### src/rtl/decode_stage.sv
`default_nettype none
// ============================================================================
// Module      : decode_stage
// Description : Registered RV32I/RV64I decode stage, 2-entry skid buffering.
// Revision    : 1.0 - initial release
// ============================================================================
module decode_stage #(
  parameter int XLEN         = 32,
  parameter int ENABLE_ZICSR = 1
) (
  input  logic            clk,
  input  logic            rst,
  input  logic            flush,
  input  logic            in_valid,
  output logic            in_ready,
  input  logic [31:0]     in_inst,
  input  logic [XLEN-1:0] in_pc,
  output logic            out_valid,
  input  logic            out_ready,
  output logic [XLEN-1:0] out_pc,
  output logic [4:0]      out_opcode,
  output logic [4:0]      out_rd,
  output logic [4:0]      out_rs1,
  output logic [4:0]      out_rs2,
  output logic [2:0]      out_func3,
  output logic [6:0]      out_func7,
  output logic [11:0]     out_func12,
  output logic [XLEN-1:0] out_imm,
  output logic [6:0]      out_fmt,
  output logic            out_invalid
);

  localparam logic [4:0] OP_LOAD     = 5'b00000;
  localparam logic [4:0] OP_MISC_MEM = 5'b00011;
  localparam logic [4:0] OP_IMM      = 5'b00100;
  localparam logic [4:0] OP_AUIPC    = 5'b00101;
  localparam logic [4:0] OP_STORE    = 5'b01000;
  localparam logic [4:0] OP_OP       = 5'b01100;
  localparam logic [4:0] OP_LUI      = 5'b01101;
  localparam logic [4:0] OP_BRANCH   = 5'b11000;
  localparam logic [4:0] OP_JALR     = 5'b11001;
  localparam logic [4:0] OP_JAL      = 5'b11011;
  localparam logic [4:0] OP_SYSTEM   = 5'b11100;

  localparam logic [6:0] FMT_R = 7'b0000001;
  localparam logic [6:0] FMT_I = 7'b0000010;
  localparam logic [6:0] FMT_S = 7'b0000100;
  localparam logic [6:0] FMT_B = 7'b0001000;
  localparam logic [6:0] FMT_U = 7'b0010000;
  localparam logic [6:0] FMT_J = 7'b0100000;
  localparam logic [6:0] FMT_Z = 7'b1000000;

  typedef struct packed {
    logic [XLEN-1:0] pc;
    logic [4:0]      opcode;
    logic [4:0]      rd;
    logic [4:0]      rs1;
    logic [4:0]      rs2;
    logic [2:0]      func3;
    logic [6:0]      func7;
    logic [11:0]     func12;
    logic [XLEN-1:0] imm;
    logic [6:0]      fmt;
    logic            invalid;
  } dec_t;

  dec_t       decoded;
  dec_t       main_q, main_d;
  dec_t       skid_q, skid_d;
  logic       out_valid_q, out_valid_d;
  logic       skid_valid_q, skid_valid_d;
  logic       in_ready_q;
  logic [6:0] fmt_match;
  logic       illegal;
  logic       accept;
  logic       drain;
  logic       main_free;

  always_comb begin
    fmt_match = '0;
    case (in_inst[6:2])
      OP_OP:                                   fmt_match = FMT_R;
      OP_LOAD, OP_MISC_MEM, OP_IMM, OP_JALR:   fmt_match = FMT_I;
      OP_STORE:                                fmt_match = FMT_S;
      OP_BRANCH:                               fmt_match = FMT_B;
      OP_AUIPC, OP_LUI:                        fmt_match = FMT_U;
      OP_JAL:                                  fmt_match = FMT_J;
      OP_SYSTEM: fmt_match = (ENABLE_ZICSR != 0) ? FMT_Z : 7'b0000000;
      default:                                 fmt_match = '0;
    endcase

    illegal = (fmt_match == 7'b0000000) || (in_inst[1:0] != 2'b11) ||
              ((in_inst[6:2] == OP_JALR) && (in_inst[14:12] != 3'b000));

    decoded         = '0;
    decoded.pc      = in_pc;
    decoded.opcode  = in_inst[6:2];
    decoded.rd      = in_inst[11:7];
    decoded.rs1     = in_inst[19:15];
    decoded.rs2     = in_inst[24:20];
    decoded.func3   = in_inst[14:12];
    decoded.func7   = in_inst[31:25];
    decoded.func12  = in_inst[31:20];
    decoded.invalid = illegal;
    decoded.fmt     = illegal ? 7'b0000000 : fmt_match;

    // Illegal encodings keep imm at zero so execute never sees garbage.
    if (!illegal) begin
      case (fmt_match)
        FMT_I: decoded.imm = XLEN'($signed(in_inst[31:20]));
        FMT_S: decoded.imm = XLEN'($signed({in_inst[31:25], in_inst[11:7]}));
        FMT_B: decoded.imm = XLEN'($signed({in_inst[31], in_inst[7], in_inst[30:25],
                                            in_inst[11:8], 1'b0}));
        FMT_U: decoded.imm = XLEN'($signed({in_inst[31:12], 12'b0}));
        FMT_J: decoded.imm = XLEN'($signed({in_inst[31], in_inst[19:12], in_inst[20],
                                            in_inst[30:21], 1'b0}));
        FMT_Z: decoded.imm = XLEN'(in_inst[19:15]);
        default: decoded.imm = '0;
      endcase
    end
  end

  assign accept    = in_valid && in_ready_q;
  assign drain     = out_valid_q && out_ready;
  assign main_free = !out_valid_q || drain;

  always_comb begin
    main_d       = main_q;
    skid_d       = skid_q;
    out_valid_d  = out_valid_q;
    skid_valid_d = skid_valid_q;
    if (flush) begin
      out_valid_d  = 1'b0;
      skid_valid_d = 1'b0;
    end else if (main_free) begin
      // The skid entry is older than anything arriving now, so it goes first.
      if (skid_valid_q) begin
        main_d       = skid_q;
        out_valid_d  = 1'b1;
        skid_valid_d = accept;
        if (accept) skid_d = decoded;
      end else begin
        out_valid_d = accept;
        if (accept) main_d = decoded;
      end
    end else if (accept) begin
      skid_d       = decoded;
      skid_valid_d = 1'b1;
    end
  end

  always_ff @(posedge clk) begin
    if (rst) begin
      main_q       <= '0;
      skid_q       <= '0;
      out_valid_q  <= 1'b0;
      skid_valid_q <= 1'b0;
      in_ready_q   <= 1'b1;
    end else begin
      main_q       <= main_d;
      skid_q       <= skid_d;
      out_valid_q  <= out_valid_d;
      skid_valid_q <= skid_valid_d;
      in_ready_q   <= !skid_valid_d;
    end
  end

  assign in_ready    = in_ready_q;
  assign out_valid   = out_valid_q;
  assign out_pc      = main_q.pc;
  assign out_opcode  = main_q.opcode;
  assign out_rd      = main_q.rd;
  assign out_rs1     = main_q.rs1;
  assign out_rs2     = main_q.rs2;
  assign out_func3   = main_q.func3;
  assign out_func7   = main_q.func7;
  assign out_func12  = main_q.func12;
  assign out_imm     = main_q.imm;
  assign out_fmt     = main_q.fmt;
  assign out_invalid = main_q.invalid;

endmodule
`default_nettype wire

### config.mk
export PLATFORM = sky130hd
export DESIGN_NAME = decode_stage
export DESIGN_NICKNAME = d
export VERILOG_FILES = /design/src/rtl/decode_stage.sv
export SDC_FILE = /design/constraint.sdc
export NUM_CORES = 1
export LEC_CHECK = 0
export ABC_CLOCK_PERIOD_IN_PS = 2270
export CAP_MARGIN = 20
export CORE_MARGIN = 2
export CORE_UTILIZATION = 35
export CTS_BUF_LIST = sky130_fd_sc_hd__clkbuf_8
export DETAILED_ROUTE_END_ITERATION = 6
export SYNTH_ARGS = -nofsm -noshare
export SYNTH_HDL_FRONTEND = slang
export SYNTH_SLANG_ARGS = --single-unit
### constraint.sdc
create_clock -name clk -period 2.27 [get_ports clk]
set_input_delay 0.454 -clock clk [delete_from_list [all_inputs] [get_ports clk]]
set_output_delay 0.454 -clock clk [all_outputs]
set_load 0.005 [all_outputs]
==> insert_results.sql <==
INSERT INTO impl_metrics (metric_group, metric, value, unit) VALUES
('run_status', 'outcome', 'complete, no violations', ''),
('grt', 'grt-ovfl-total', '0', ''),
('grt', 'grt_start_max_net_pins', '105', ''),
('grt', 'grt_util_all_layers', '20.30', '%'),
('routing', 'drt.antenna.violating_nets', '0', ''),
('clock_tree', 'cts_tree', 'done', ''),
('routing', 'wl_per_cell', '17.22', 'um'),
('floorplan', 'row_count', '58', ''),
('final_layout', 'mostFrequentLayoutCells', '206 x dfxtp_1, 181 x clkdlybuf4s50_1, 167 x nand2_1', ''),
('yosys', 'synthDistinctLibCells', '54', ''),
('setup_path', 'reg2reg_depth', '6', ''),
('power', 'fraction_of_power_consumed_by_sequential_logic', '44.1', '%'),
('final_layout', 'final_net_count', '1360', ''),
('setup_path', 'worst_path_dominant_cell_family', 'compound AO/OA/AOI/OAI gates', ''),
('timing', 'fin_crit', '2178', 'ps'),
('floorplan', 'ports_placed_on_the_boundary', '185', ''),
('routing', 'post-route-drc-count', '0', ''),
('final_layout', 'area.growth.synth_to_final', '41.09', '%'),
('grt', 'first_global_vias', '8156', ''),
('power', 'cellInternalPower', '6553', 'uW'),
('final_layout', 'num_antenna_cells', '0', ''),
('final_layout', 'finish.instance_area', '12770', 'sq um'),
('power', 'power.share.combinational', '13.5', '%'),
('clock_tree', 'cts-hold-fix-buffers', '0', ''),
('place', 'post_dp_cell_area', '11910', 'sq um'),
('floorplan', 'die_w', '164.8', 'um'),
('setup_path', 'worstSetupPathDepth', '8', ''),
('final_layout', 'final_common_cell', 'dfxtp_1', ''),
('clock_tree', 'cts.htree.levels', '2', ''),
('timing', 'final_max_slew_viol_count', '0', ''),
('yosys', 'ys.warnings.count', '0', ''),
('setup_path', 'critPathArrivalTime', '2620', 'ps'),
('power', 'switching_share', '24.88', '%'),
('setup_path', 'crit_chain', 'clkdlybuf4s50_1 > or3_1 > a31o_2 > a31oi_4 > buf_6 > buf_4 > o211ai_1 > o21ai_1', ''),
('timing', 'max_slew_margin', '60.76', '%'),
('routing', 'first_iter_violations', '682', ''),
('yosys', 'ys_top_cells_by_area', 'dfxtp_1 46%, nand2_1 6.9%, a21oi_1 6.9%', ''),
('timing', 'tightest_slew', '588.6', 'ps'),
('routing', 'num_vias', '8609', ''),
('clock_tree', 'cts.sink_count', '207', ''),
('final_layout', 'finish.utilization', '50.56', '%'),
('power', 'power.clock.fraction', '42.5', '%'),
('yosys', 'yosysTopAreaCellShare', '45.79', '%'),
('yosys', 'synth_nets', '1137', ''),
('power', 'p_leak', '0.004426', 'uW'),
('timing', 'finClkSkew', '11.75', 'ps'),
('power', 'power_spent_charging_and_discharging_nets', '2170', 'uW'),
('floorplan', 'core-area', '25250', 'sq um'),
('routing', 'drtPass1Iterations', '5', ''),
('clock_tree', 'cts.clk_slew.worst_paths', '60', 'ps'),
('routing', 'viasPerCell', '5.233', ''),
('setup_path', 'crit_path_max_incr_delay', '480', 'ps'),
('setup_path', 'cp_capture_type', 'register', ''),
('setup_path', 'timing.critical_path.fanout_max', '6', ''),
('grt', 'global_route_wire_length_before_repair', '43980', 'um'),
('yosys', 'postSynthAreaPerCell', '8.498', 'sq um'),
('timing', 'timing.final.crit_share', '95.94', '%'),
('place', 'placed_cells_incl_taps', '1578', ''),
('timing', 'report.final.setup_viol', '0', ''),
('floorplan', 'initial_utilization', '35.84', '%'),
('clock_tree', 'cts_inserted_buffers', '37', ''),
('place', 'gp_routability_congestion', '0.9015', ''),
('yosys', 'synthDominantAreaCellType', 'dfxtp_1', ''),
('yosys', 'synth_async_sr_flop_share', '0', '%'),
('setup_path', 'worst-r2r-setup-slack', '560', 'ps'),
('setup_path', 'critical_path_class', 'input port to register', ''),
('clock_tree', 'clockBufferDepth', '3', ''),
('final_layout', 'fin_cells', '1645', ''),
('yosys', 'synth_cells', '1065', ''),
('min_path', 'whs_path_depth', '2', ''),
('power', 'pwr_density_cell', '683.2', 'nW/um^2');
-- per-layer routing --
| layer | share of wire [%] | global-route usage (%) |
|---|---|---|
| met4 | 2.0 | 5.534 |
| met1 | 46 | 28.45 |
| met3 | 5.6 | 3.666 |
| met5 | 0 | 0 |
| met2 | 46 | 32.08 |
-- cells by family after synthesis --
family | share of synthesized area, %
flip-flops | 45.79
AO/OA/AOI/OAI | 24.84
AND/OR/NAND/NOR | 16.16
adder cells (fa/ha/maj) | 0.4148
buffers and inverters | 5.931
multiplexers | 6.858
-- area by class of cell --
class                   instances  area, sq um
clock buffers                  53        729.5
clock inverters                13        83.83
fillers                      2369        12490
inverters                      11        41.29
multi-input cells             738         4428
flip-flops and latches        207         4148
well taps                     330        412.9
repair buffers                293         2925
-- stage by stage --
stage               setup TNS [ps]  total power, uW  hold slack (ps)  setup slack (ps)
finish                           0             8723            175.5             92.09
global route                     0             9099            158.0             2.753
CTS                              0             8824            155.4             118.9
detailed placement          -50200             5090            433.9            -811.0
global placement            -46810             5082            431.5            -752.4
floorplan                        0             4392            420.9             26.12
-- timing repair --
item / 4_1_cts / 5_1_grt
endpoints found under the setup margin: 69 / 4
pin swaps: 2 / 1
setup buffers: 1 / 0
gates resized for setup: 12 / 3
-- worst paths after layout --
check | start | endpoint
max reg2reg | in_ready | out_imm[19]
min | rst | skid_q[9]
min reg2reg | skid_q[33] | skid_q[33]
max | in_inst[14] | skid_q[15]
-- synth_stat cells, types with 2 or more instances --
cell,count
a311oi_1,7
a2111oi_2,8
buf_1,6
ha_1,3
a31oi_1,2
a211oi_1,82
nor2_1,82
inv_1,10
dfxtp_1,207
o211ai_1,13
a21oi_1,124
a221oi_1,2
nor3_2,2
and2_1,2
nor2b_1,6
nor3_1,14
o31ai_1,8
buf_4,19
o21ai_2,3
o21ai_0,51
clkbuf_1,77
buf_2,6
nand4_1,4
o21ai_1,4
o32ai_1,2
nand2b_1,3
a32oi_1,12
and3b_1,4
nand2_1,167
or3_1,23
a21o_1,2
nand3b_1,2
a41o_1,2
mux2i_1,62
nand3_1,24
and3_1,2
-- state kept, by name, summed over array words and instances (netlist names) --
| signal | flops |
|---|---|
| in_ready | 1 |
| out_fmt | 7 |
| out_func12 | 1 |
| out_func3 | 3 |
| out_func7 | 7 |
| out_imm | 32 |
| out_invalid | 1 |
| out_opcode | 5 |
| out_pc | 32 |
| out_rd | 5 |
| out_rs1 | 5 |
| out_rs2 | 4 |
| out_valid | 1 |
| skid_q | 102 |
| skid_valid_q | 1 |
-- power groups by stage --
stage / Clock [uW] / Sequential [uW] / Combinational, uW
after CTS: 3800 / 3850 / 1180
after detailed placement: 0 / 3920 / 1170
after floorplan: 0 / 3920 / 475
after global routing: 3970 / 3860 / 1270
final: 3710 / 3840 / 1170
after global placement: 0 / 3920 / 1160
Note: power is estimated with default switching activity, not from simulation.
